<file path="src/rtl/trace_filter_multi.sv">
// rtl/trace_filter_multi.sv - retired-instruction trace filter with class enables, post-event window and registered output
module trace_filter_multi #(
    parameter int INSTR_WIDTH    = 32,
    parameter int PC_WIDTH       = 64,
    parameter int POST_CNT_WIDTH = 4,
    parameter int STAT_WIDTH     = 32
) (
    input  logic                      clk,
    input  logic                      rst,
    input  logic                      in_valid,
    input  logic [PC_WIDTH-1:0]       in_pc,
    input  logic [INSTR_WIDTH-1:0]    in_instr,
    input  logic [3:0]                class_enable,
    input  logic [3:0]                post_enable,
    input  logic [POST_CNT_WIDTH-1:0] post_count,
    input  logic                      bypass,
    output logic                      out_valid,
    input  logic                      out_ready,
    output logic [PC_WIDTH-1:0]       out_pc,
    output logic [INSTR_WIDTH-1:0]    out_instr,
    output logic [3:0]                out_class,
    output logic                      out_post,
    output logic [STAT_WIDTH-1:0]     kept_count,
    output logic [STAT_WIDTH-1:0]     lost_count
);

    localparam logic [STAT_WIDTH-1:0] STAT_MAX = '1;

    logic [3:0]                cls;
    logic                      is_event;
    logic                      opens_window;
    logic                      in_window;
    logic                      keep;
    logic                      capture;
    logic                      lose;

    logic [POST_CNT_WIDTH-1:0] win_cnt_q, win_cnt_d;
    logic                      out_valid_q, out_valid_d;
    logic [PC_WIDTH-1:0]       out_pc_q, out_pc_d;
    logic [INSTR_WIDTH-1:0]    out_instr_q, out_instr_d;
    logic [3:0]                out_class_q, out_class_d;
    logic                      out_post_q, out_post_d;
    logic [STAT_WIDTH-1:0]     kept_q, kept_d;
    logic [STAT_WIDTH-1:0]     lost_q, lost_d;

    // Compressed forms only match when [1:0]!=11, so they never alias the 32-bit opcodes.
    always_comb begin
        cls    = 4'b0000;
        cls[0] = (in_instr[6:0] == 7'b1100011) ||
                 (in_instr[1:0] == 2'b01 && in_instr[15:14] == 2'b11);
        cls[1] = (in_instr[6:0] == 7'b1101111) || (in_instr[6:0] == 7'b1100111) ||
                 (in_instr[1:0] == 2'b01 &&
                  (in_instr[15:13] == 3'b001 || in_instr[15:13] == 3'b101)) ||
                 (in_instr[1:0] == 2'b10 && in_instr[15:13] == 3'b100 &&
                  in_instr[6:2] == 5'd0 && in_instr[11:7] != 5'd0);
        cls[2] = (in_instr[31:0] == 32'h10500073);
        cls[3] = (in_instr[31:0] == 32'h30200073) || (in_instr[31:0] == 32'h10200073);
    end

    always_comb begin
        is_event     = |(cls & class_enable);
        opens_window = is_event && (|(cls & post_enable));
        in_window    = (win_cnt_q != '0) && !is_event;
        keep         = in_valid && (bypass || is_event || in_window);
        capture      = keep && (!out_valid_q || out_ready);
        lose         = keep && out_valid_q && !out_ready;
    end

    always_comb begin
        win_cnt_d   = win_cnt_q;
        out_valid_d = out_valid_q;
        out_pc_d    = out_pc_q;
        out_instr_d = out_instr_q;
        out_class_d = out_class_q;
        out_post_d  = out_post_q;
        kept_d      = kept_q;
        lost_d      = lost_q;

        // Window bookkeeping runs on every valid instruction, bypass or not.
        if (in_valid) begin
            if (opens_window) begin
                win_cnt_d = post_count;
            end else if (in_window) begin
                win_cnt_d = win_cnt_q - POST_CNT_WIDTH'(1);
            end
        end

        if (capture) begin
            out_valid_d = 1'b1;
            out_pc_d    = in_pc;
            out_instr_d = in_instr;
            out_class_d = is_event ? cls : 4'b0000;
            out_post_d  = in_window;
            if (kept_q != STAT_MAX) begin
                kept_d = kept_q + STAT_WIDTH'(1);
            end
        end else if (out_ready) begin
            out_valid_d = 1'b0;
        end

        if (lose && lost_q != STAT_MAX) begin
            lost_d = lost_q + STAT_WIDTH'(1);
        end
    end

    always_ff @(posedge clk) begin
        if (rst) begin
            win_cnt_q   <= '0;
            out_valid_q <= 1'b0;
            out_pc_q    <= '0;
            out_instr_q <= '0;
            out_class_q <= 4'b0000;
            out_post_q  <= 1'b0;
            kept_q      <= '0;
            lost_q      <= '0;
        end else begin
            win_cnt_q   <= win_cnt_d;
            out_valid_q <= out_valid_d;
            out_pc_q    <= out_pc_d;
            out_instr_q <= out_instr_d;
            out_class_q <= out_class_d;
            out_post_q  <= out_post_d;
            kept_q      <= kept_d;
            lost_q      <= lost_d;
        end
    end

    assign out_valid  = out_valid_q;
    assign out_pc     = out_pc_q;
    assign out_instr  = out_instr_q;
    assign out_class  = out_class_q;
    assign out_post   = out_post_q;
    assign kept_count = kept_q;
    assign lost_count = lost_q;

endmodule

</file>
<file path="config.mk">
export PLATFORM = sky130hd
export DESIGN_NAME = trace_filter_multi
export DESIGN_NICKNAME = d
export VERILOG_FILES = /design/src/rtl/trace_filter_multi.sv
export SDC_FILE = /design/constraint.sdc
export NUM_CORES = 1
export LEC_CHECK = 0
export CAP_MARGIN = 20
export CORE_MARGIN = 10
export CORE_UTILIZATION = 35
export DETAILED_ROUTE_END_ITERATION = 10
export PLACE_DENSITY = 0.66
export SLEW_MARGIN = 20
export SYNTH_ARGS = -nofsm -noshare
export SYNTH_HDL_FRONTEND = slang
export SYNTH_SLANG_ARGS = --single-unit
</file>
<file path="constraint.sdc">
create_clock -name clk -period 3.7 [get_ports clk]
set_clock_uncertainty 0.15 [all_clocks]
set_input_delay 0.74 -clock clk [delete_from_list [all_inputs] [get_ports clk]]
set_output_delay 0.74 -clock clk [all_outputs]
set_load 0.02 [all_outputs]
</file>
-- Yosys cells after proc, flatten, opt, wreduce, memory -nomap -nowiden
Index checks and enable logic that the tools add are counted.
- bits in registers: 170
- bits of input ports: 113
- logic and storage cells: 65
- add/sub/neg operators: 3
- equal/unequal tests: 14
- mux-type cells: 5
- bitwise operators: 2
- reduce and logical (&&, ||, !) cells: 33
- operator list (kind ; number):
    adder 32 x 1 -> 32 bit (second input constant) ; 2
    == test 32 x 29 -> 1 bit (second input constant) ; 2
    != test 32 bit (second input constant) ; 2
    == test 32 x 30 -> 1 bit (second input constant) ; 1
    == test 7 bit (second input constant) ; 3
    logical AND 1 bit ; 12
    two-way mux 4 bit ; 3
    logical OR 1 bit ; 9
    bitwise AND 4 bit ; 2
    OR reduction 4 bit ; 2
    == test 3 bit (second input constant) ; 2
    zero test 5 bit ; 1
    nonzero test 5 bit ; 1
    == test 2 bit (second input constant) ; 2
    AND reduction 2 bit ; 2
    nonzero test 2 bit ; 2
    nonzero test 4 bit ; 1
    subtractor 4 x 1 -> 4 bit (second input constant) ; 1
    == test 3 x 1 -> 1 bit (second input constant) ; 1
    zero test 1 bit ; 3
    == test 2 x 1 -> 1 bit (second input constant) ; 1
    two-way mux 1 bit ; 2

-- Longest topological paths before layout
Gate-level depths: netlist of run 1.
- depth after elaboration: 14
- gate-level depth with buffers: 10
- mapped depth without buffers: 8

-- Least setup slack after synthesis of run 1
No wires, ideal clock.
- path kind: input port to flip-flop
- from: input port in_instr[8]
- to: register lost_q[18], in the netlist lost_count[18]
- setup time: 0.070 ns
- arrival time: 3.265 ns
- setup slack: 0.215 ns
- cell stages on the path: 7
- cell sequence: or4_1 > or4_4 > nor4_4 > o41ai_2 > or4_1 > or3_1 > a21oi_1
- cells in the longest elaborated chain, start to end: 12
- elaborated cells between the ends (all ways): 17
- those cells by class: eq/ne: 3; bitwise: 1; reduce/logical: 13
- RTL lines (what ; RTL line ; source):
    start, declared ; 12 ; input logic [INSTR_WIDTH-1:0] in_instr,
    parallel branches: the longest is 3 deep, another holds == test 32 x 30 -> 1 bit ; -- ;
    bitwise AND 4 bit * ; 61 ; is_event = |(cls & class_enable);
    OR reduction 4 bit * ; 61 ;
    zero test 1 bit ; 63 ; in_window = (win_cnt_q != '0) && !is_event;
    logical AND 1 bit ; 63 ;
    logical OR 1 bit * ; 64 ; keep = in_valid && (bypass || is_event || in_window);
    logical AND 1 bit * ; 64 ;
    logical AND 1 bit * (2 in series) ; 66 ; lose = keep && out_valid_q && !out_ready;
    logical AND 1 bit * ; 101 ; if (lose && lost_q != STAT_MAX) begin
    end signal, assigned ; 124 ; lost_q <= lost_d;
    end, declared ; 44 ; logic [STAT_WIDTH-1:0] lost_q, lost_d;
Mark *: on every way between the ends.
A chain may end at the register's enable or synchronous reset.

-- Final worst setup path of run 1
Ends and elaborated chain as after synthesis.

==> results.md, run 1 <==
* Status: finished clean
* Post-CTS Hold Fix Bufs at 0
* Min Hold Slack at 0.300 ns
* Crit path max fanout at 4
* Clock Sinks at 170
* Hold depth at 2
* Switching share of power at between 30% and 40%
* Area delta synth->final at 56.3%
* Final hold violations at 0
* Final worst path period share at a little over nine tenths
* Max VDD drop at 0.000340 V
* Adder-Cell Fraction of Synth Area at less than 1%
* Comb power frac at roughly 30%
* CTS tree: built
* Number of H-tree levels at 4
* Layout cells sized above 1 at 8.71%
* Vias in the first global route at 6,787
* Core area at 20,200 µm²
* Avg Inst Size Synth at 7.98 µm²
* Residual DRC at 0
* WP buf/inv at 1
* Syn_nets at ~1.0k
* Initial Util at roughly 36%
* Sw power at between 1500 and 2000 µW
* Wire per inst at 17.4 µm
* Worst-Skew Late Latency at 0.43 ns
* CP startpoint kind: primary input
* Tightest Pin Transition at slightly below 0.8 ns
* Die W at 164 µm
* Post-synthesis simple-gate area fraction at 29.6%
* Placed cell area at ~11,000 µm²
* Gpl congestion at 0.817
* Critical path arrival at between 3 and 4 ns
* Fin. max-slew vios at 0
* Max-Cap Viols at 0
* CTS Buffer Depth at 2
* Critical path depth at 8
* Drt total wl at around 26,000 µm
* Required time worst endpoint at 3.91 ns
* Power density over the cells at 504 nW/µm²
* Worst setup EP type: flop
* Ys flop type: dfxtp_1
* Largest family of logic cells by synthesized area: simple AND/OR/NAND/NOR gates
* Vias at approximately 7.3k
* PnR Total Power at around 5700 µW
* Initial antenna violation count at 2
* Filler Cells Inserted at around 1.9k
* Antenna viol nets, final at 0
* Asr flop ratio synth at 0%
* Slew HR at 48.3%
* Top Family by Delay on Critical Path: simple AND/OR/NAND/NOR gates
* Critical path's slowest cell: or4_4
* Post-synthesis compound-gate area fraction at 12.2%
* Synth unique cells at 44
* Final min period at 3.63 ns
* Largest net degree at the start of global routing at 82
* Avg Vias per Cell at 4.94
* Min-delay worst type: reg2reg
* Worst-case reg-to-reg path depth at 8
* Final TNS setup at 0 ns
* Sequential power share at 37.5%
* Overflow after GRT at 0
* I/O Pins at 279
* Worst path cell trace: clkdlybuf4s50_1 > or4_4 > or4_4 > nor4_4 > o41ai_4 > or4_1 > or3_1 > a21oi_1
* Die height at 164 µm
* Mux share of post-synthesis cell area at 0.451%
* Highest clock rate at roughly 0.28 GHz
* # setup viols final at 0
* Initial DRC count at 496
* Row count at 52
* Xor/xnor share of the synthesized area at 5.71%
* P_leak at 0.00393 µW
* Die area at 26,700 µm²
* Cell mode on critical path: or4_4
* Area of the mapped netlist at 7210 µm²
* First-pass GRT wire length at 38,900 µm
* Total iterations of the first detailed-routing run at 4
* Clock share of power at 32.4%
* Kind of critical path: in2reg
* Int Pwr at 3870 µW
* Mapped Cells at 903
* Post-DP HPWL at 19,100 µm
* CP max stage delay at 0.57 ns
* Yosys warnings at 0
* IO Port Bufs at 278
* Sequential area share after synthesis at a little under half
* Cell area after layout at 11,300 µm²
* RSZ-0062 raised after global routing: true
* Post-synth EDFFs at 0
* # nets final at 1,308
* Tot GR Track Use at 18.3%
* Yosys reg bits at 170
* Cts bufs inserted at 17
* Clock slew at reported path FFs at roughly 0.070 ns
* Root Buffer: clkbuf_16
## power by group through the flow
stage / Clock, µW / Sequential, µW / Combinational (µW)
floorplan: 0 / 2380 / 614
global placement: 0 / 2160 / 1700
finish: 1840 / 2130 / 1710
detailed placement: 0 / 2170 / 1710
global route: 1960 / 2150 / 1860
CTS: 1890 / 2130 / 1720
## worst min-delay path, delay by kind of cell (launching register included)
kind	cells	cell delay (ns)
DFF	1	0.31
and+or+nand+nor	1	0.05
AOI/OAI and AO/OA	1	0.05
## placed cells by master (no fill, tap or decap), types with 21 or more instances in the layout
| master | netlist | layout |
|---|---|---|
| clkdlybuf4s50_1 | 0 | 276 |
| nand2_1 | 225 | 225 |
| dfxtp_1 | 170 | 170 |
| a21oi_1 | 112 | 112 |
| nor2_1 | 68 | 68 |
| xnor2_1 | 47 | 47 |
| buf_4 | 0 | 38 |
| nor4_1 | 32 | 30 |
| nand3_1 | 26 | 26 |
| nand4_1 | 21 | 21 |
## logic make-up after synthesis
family,Yosys count
fa+ha+maj,3
xor+xnor,47
flops,170
buf+inv,75
compound gates,153
mux,3
simple gates,452
## path summary, 6_finish.rpt
check           startpoint        endpoint  slack [ns]
max            in_instr[8]  lost_count[18]        0.07
min           out_class[1]    out_class[1]        0.30
min reg2reg   out_class[1]    out_class[1]        0.30
max reg2reg  kept_count[3]   kept_count[9]        0.75
## through the flow
step / cells / utilization (%) / setup WS [ns]
finish: 1477 / 55.7 / 0.0740
CTS: 1474 / 55.4 / 0.0102
global route: 1476 / 55.7 / -0.0367
floorplan: 903 / - / 0.215
global placement: 1442 / 52.4 / -0.435
detailed placement: 1442 / 52.4 / -0.488
## synth_stat cells (8+ instances only)
master / instances / area [µm²]
nor4_1: 32 / 200
nand4_1: 21 / 131
a21oi_1: 112 / 561
inv_1: 18 / 67.6
nand2_1: 225 / 845
buf_2: 24 / 120
dfxtp_1: 170 / 3400
xnor2_1: 47 / 412
clkbuf_1: 33 / 124
nand3_1: 26 / 130
nor2b_1: 8 / 50.1
nor2_1: 68 / 255
nor3_1: 20 / 100
and3_1: 11 / 68.8
## state kept, by name (all words and copies together), names as in the netlist
signal      count
kept_count     32
lost_count     32
out_class       4
out_instr      32
out_pc         64
out_post        1
out_valid       1
win_cnt_q       4
## what timing repair did
action,CTS,global route
resized for setup,3,8
pin swaps,1,2
cloned,0,0
buffers inserted,0,1
setup endpoints to repair,2,30
## area by class of cell
type | instances | area [µm²] | share of cell area [%]
tap | 270 | 338 | 3.00
sequential | 170 | 3400 | 30.2
clock buffer | 19 | 453 | 4.02
clock inverter | 13 | 155 | 1.38
antenna | 2 | 5.00 | 0.0444
inverter | 18 | 67.6 | 0.600
timing repair buffer | 327 | 3280 | 29.1
multi-input combinational | 658 | 3560 | 31.6
## per-layer routing
| layer | vias up | track usage, % | wire length (µm) |
|---|---|---|---|
| met4 | 0 | 5.32 | 320 |
| li1 | 3691 | - | - |
| met2 | 204 | 30.0 | 12500 |
| met1 | 3378 | 22.7 | 11000 |
| met3 | 22 | 5.44 | 1840 |
| met5 | - | 0 | 0 |
Power figures use the tool's default switching activity.
==> run 2: changes to the inputs <==
- SKIP_LAST_GASP: unset -> 1
==> results.md, run 2 (same netlist as run 1, synthesis figures left out) <==
* CTS tree: built (unchanged)
* Clock share of power at 32.4% (about the same)
* Most common cell after layout, fill and taps aside: clkdlybuf4s50_1 (unchanged)
* Reg2Reg Setup Slack at 0.74 ns (was 0.75 ns)
* Critical path arrival at 3.83 ns (about the same)
* Die W at 164 µm (unchanged)
* Initial Util at 35.6% (unchanged)
* Cell area after layout at 11,200 µm² (was 11,300 µm²)
* Largest net degree at the start of global routing at 82 (unchanged)
* Gpl congestion at 0.817 (unchanged)
* Die area at 26,700 µm² (unchanged)
* Worst-case reg-to-reg path depth at 8 (unchanged)
* Sequential power share at 37.5% (about the same)
* IO Port Bufs at 278 (unchanged)
* Crit path launch: in_instr[8] (unchanged)
* Vias at 7,266 (was 7,295)
* Initial DRC count at 504 (was 496)
* Min-delay worst type: reg2reg (unchanged)
* Switching share of power at 31.9% (about the same)
* Tightest Pin Transition at 0.795 ns (was 0.768 ns)
* Area delta synth->final at 56.0% (was 56.3%)
* Avg Vias per Cell at 4.92 (was 4.94)
* Power density over the cells at 505 nW/µm² (was 504 nW/µm²)
* RSZ-0062 raised after global routing: true (unchanged)
* Crit path max fanout at 4 (unchanged)
* Drt total wl at 25,700 µm (about the same)
* Worst-Skew Late Latency at 0.43 ns (about the same)
* First-pass GRT wire length at 38,900 µm (unchanged)
* # setup viols final at 0 (unchanged)
* Kind of critical path: in2reg (unchanged)
* Max VDD drop at 0.000340 V (about the same)
* Vias in the first global route at 6,787 (unchanged)
* Total iterations of the first detailed-routing run at 5 (was 4)
* DP Worst Slack at -0.488 ns (unchanged)
* Met2 WL at 12,500 µm (about the same)
* Final hold violations at 0 (unchanged)
* Highest clock rate at 0.276 GHz (about the same)
* Antenna viol nets, final at 0 (unchanged)
* DRT met1 WL at 11,000 µm (about the same)
* Most frequent cells in the layout: clkdlybuf4s50_1, nand2_1, dfxtp_1 (unchanged)
* CP max stage delay at 0.57 ns (about the same)
* Final min period at 3.62 ns (was 3.63 ns)
* Tot GR Track Use at 18.3% (unchanged)
* Fin. max-slew vios at 0 (unchanged)
* Hold path start: out_class[1] (unchanged)
* I/O Pins at 279 (unchanged)
* Hold depth at 2 (unchanged)
* Int Pwr at 3870 µW (about the same)
* # nets final at 1,308 (unchanged)
* P_leak at 0.00392 µW (was 0.00393 µW)
* Core area at 20,200 µm² (unchanged)
* Slew HR at 46.5% (was 48.3%)
* Layout cells sized above 1 at 8.38% (was 8.71%)
* Root Buffer: clkbuf_16 (unchanged)
* Required time worst endpoint at 3.91 ns (about the same)
* Post-Layout Cell Count at 1,477 (unchanged)
* Cts bufs inserted at 17 (unchanged)
* Post-placement cell count at 1,442 (unchanged)
* CTS Buffer Depth at 2 (unchanged)
* Largest register FFs at 64 (unchanged)
* Placed cell area at 10,600 µm² (unchanged)
* Cell mode on critical path: or4_4 (unchanged)
* Number of H-tree levels at 4 (unchanged)
* Critical path's slowest cell: or4_4 (unchanged)
* Status: finished clean (unchanged)
* Worst setup EP type: flop (unchanged)
* Max-Cap Viols at 0 (unchanged)
* Comb power frac at 30.1% (was 30.2%)
* Worst path cell trace: clkdlybuf4s50_1 > or4_4 > or4_4 > nor4_4 > o41ai_4 > or4_1 > or3_1 > a21oi_1 (unchanged)
* Met3 WL at 1790 µm (was 1840 µm)
* Top Metal Used: met4 (unchanged)
* Row count at 52 (unchanged)
* Clock slew at reported path FFs at 0.07 ns (about the same)
* Final worst path period share at 97.9% (was 98.0%)
* Reg2reg start: kept_count[3] (unchanged)
* Overflow after GRT at 0 (unchanged)
* Die height at 164 µm (unchanged)
* CP startpoint kind: primary input (unchanged)
* Residual DRC at 0 (unchanged)
* Initial antenna violation count at 2 (unchanged)
* Wire per inst at 17.4 µm (about the same)
* Post-DP HPWL at 19,100 µm (unchanged)
* Sw power at 1810 µW (about the same)
* Clock Sinks at 170 (unchanged)
* Final setup margin at 0.0772 ns (was 0.0740 ns)
==> run 2: cell types whose count changed in the layout (fill, tap and decap cells not counted) <==
cell	change
nor4b_2	-2
nor4_2	-2
nor4_1	+2
nor4b_1	+2
==> run 2: timing repair <==
action                     4_1_cts  5_1_grt
hold endpoints to repair         0        0
setup buffers                    0        1
pin swaps                        1        2
setup endpoints to repair        2       30
hold buffers                     0        0
gates resized for setup          3        4
==> run 2: stage by stage <==
step	total power, µW	TNS [ns]	hold slack [ns]	utilization, %
5_1_grt	5960	-0.0805	0.318	55.6
4_1_cts	5730	0	0.301	55.4
3_5_place_dp	3880	-45.39	0.293	52.4
3_3_place_gp	3860	-35.03	0.290	52.4
2_1_floorplan	2990	0	0.320	-
6_report	5680	0	0.300	55.6
==> run 2: routing by layer <==
layer	GRT usage (%)	vias to the layer above
met3	5.44	20
li1	-	3685
met2	30.0	183
met5	0	-
met4	5.32	0
met1	22.7	3378
==> run 2: worst max-delay path, delay by kind of cell <==
kind | cells | cell delay (ns)
simple gates | 5 | 2.38
buf+inv | 1 | 0.42
compound gates | 2 | 0.28
==> run 2: layout make-up <==
| type | instances | area, µm² |
|---|---|---|
| Fill cell | 1869 | 8990 |
| Multi-Input combinational cell | 658 | 3540 |
| Sequential cell | 170 | 3400 |
| Timing Repair Buffer | 327 | 3280 |
| Clock buffer | 19 | 453 |
| Tap cell | 270 | 338 |
| Clock inverter | 13 | 155 |
| Inverter | 18 | 67.6 |
| Antenna cell | 2 | 5.00 |
==> run 2: worst paths after layout <==
path,end
setup / recovery,lost_count[18]
hold / removal,out_class[1]
setup reg to reg,kept_count[18]
hold reg to reg,out_class[1]
==> run 2: power groups by stage <==
| stage | Clock, µW | Sequential (µW) | Combinational, µW |
|---|---|---|---|
| after floorplan | 0 | 2380 | 614 |
| after global placement | 0 | 2160 | 1700 |
| after detailed placement | 0 | 2170 | 1710 |
| after CTS | 1890 | 2130 | 1720 |
| after global routing | 1960 | 2150 | 1850 |
| final | 1840 | 2130 | 1710 |
==> run 3: changes to the inputs <==
- CAP_MARGIN: 20 -> 0
==> results of run 3 <==
The final DEF is identical to that of run 2; final timing and power are the same.
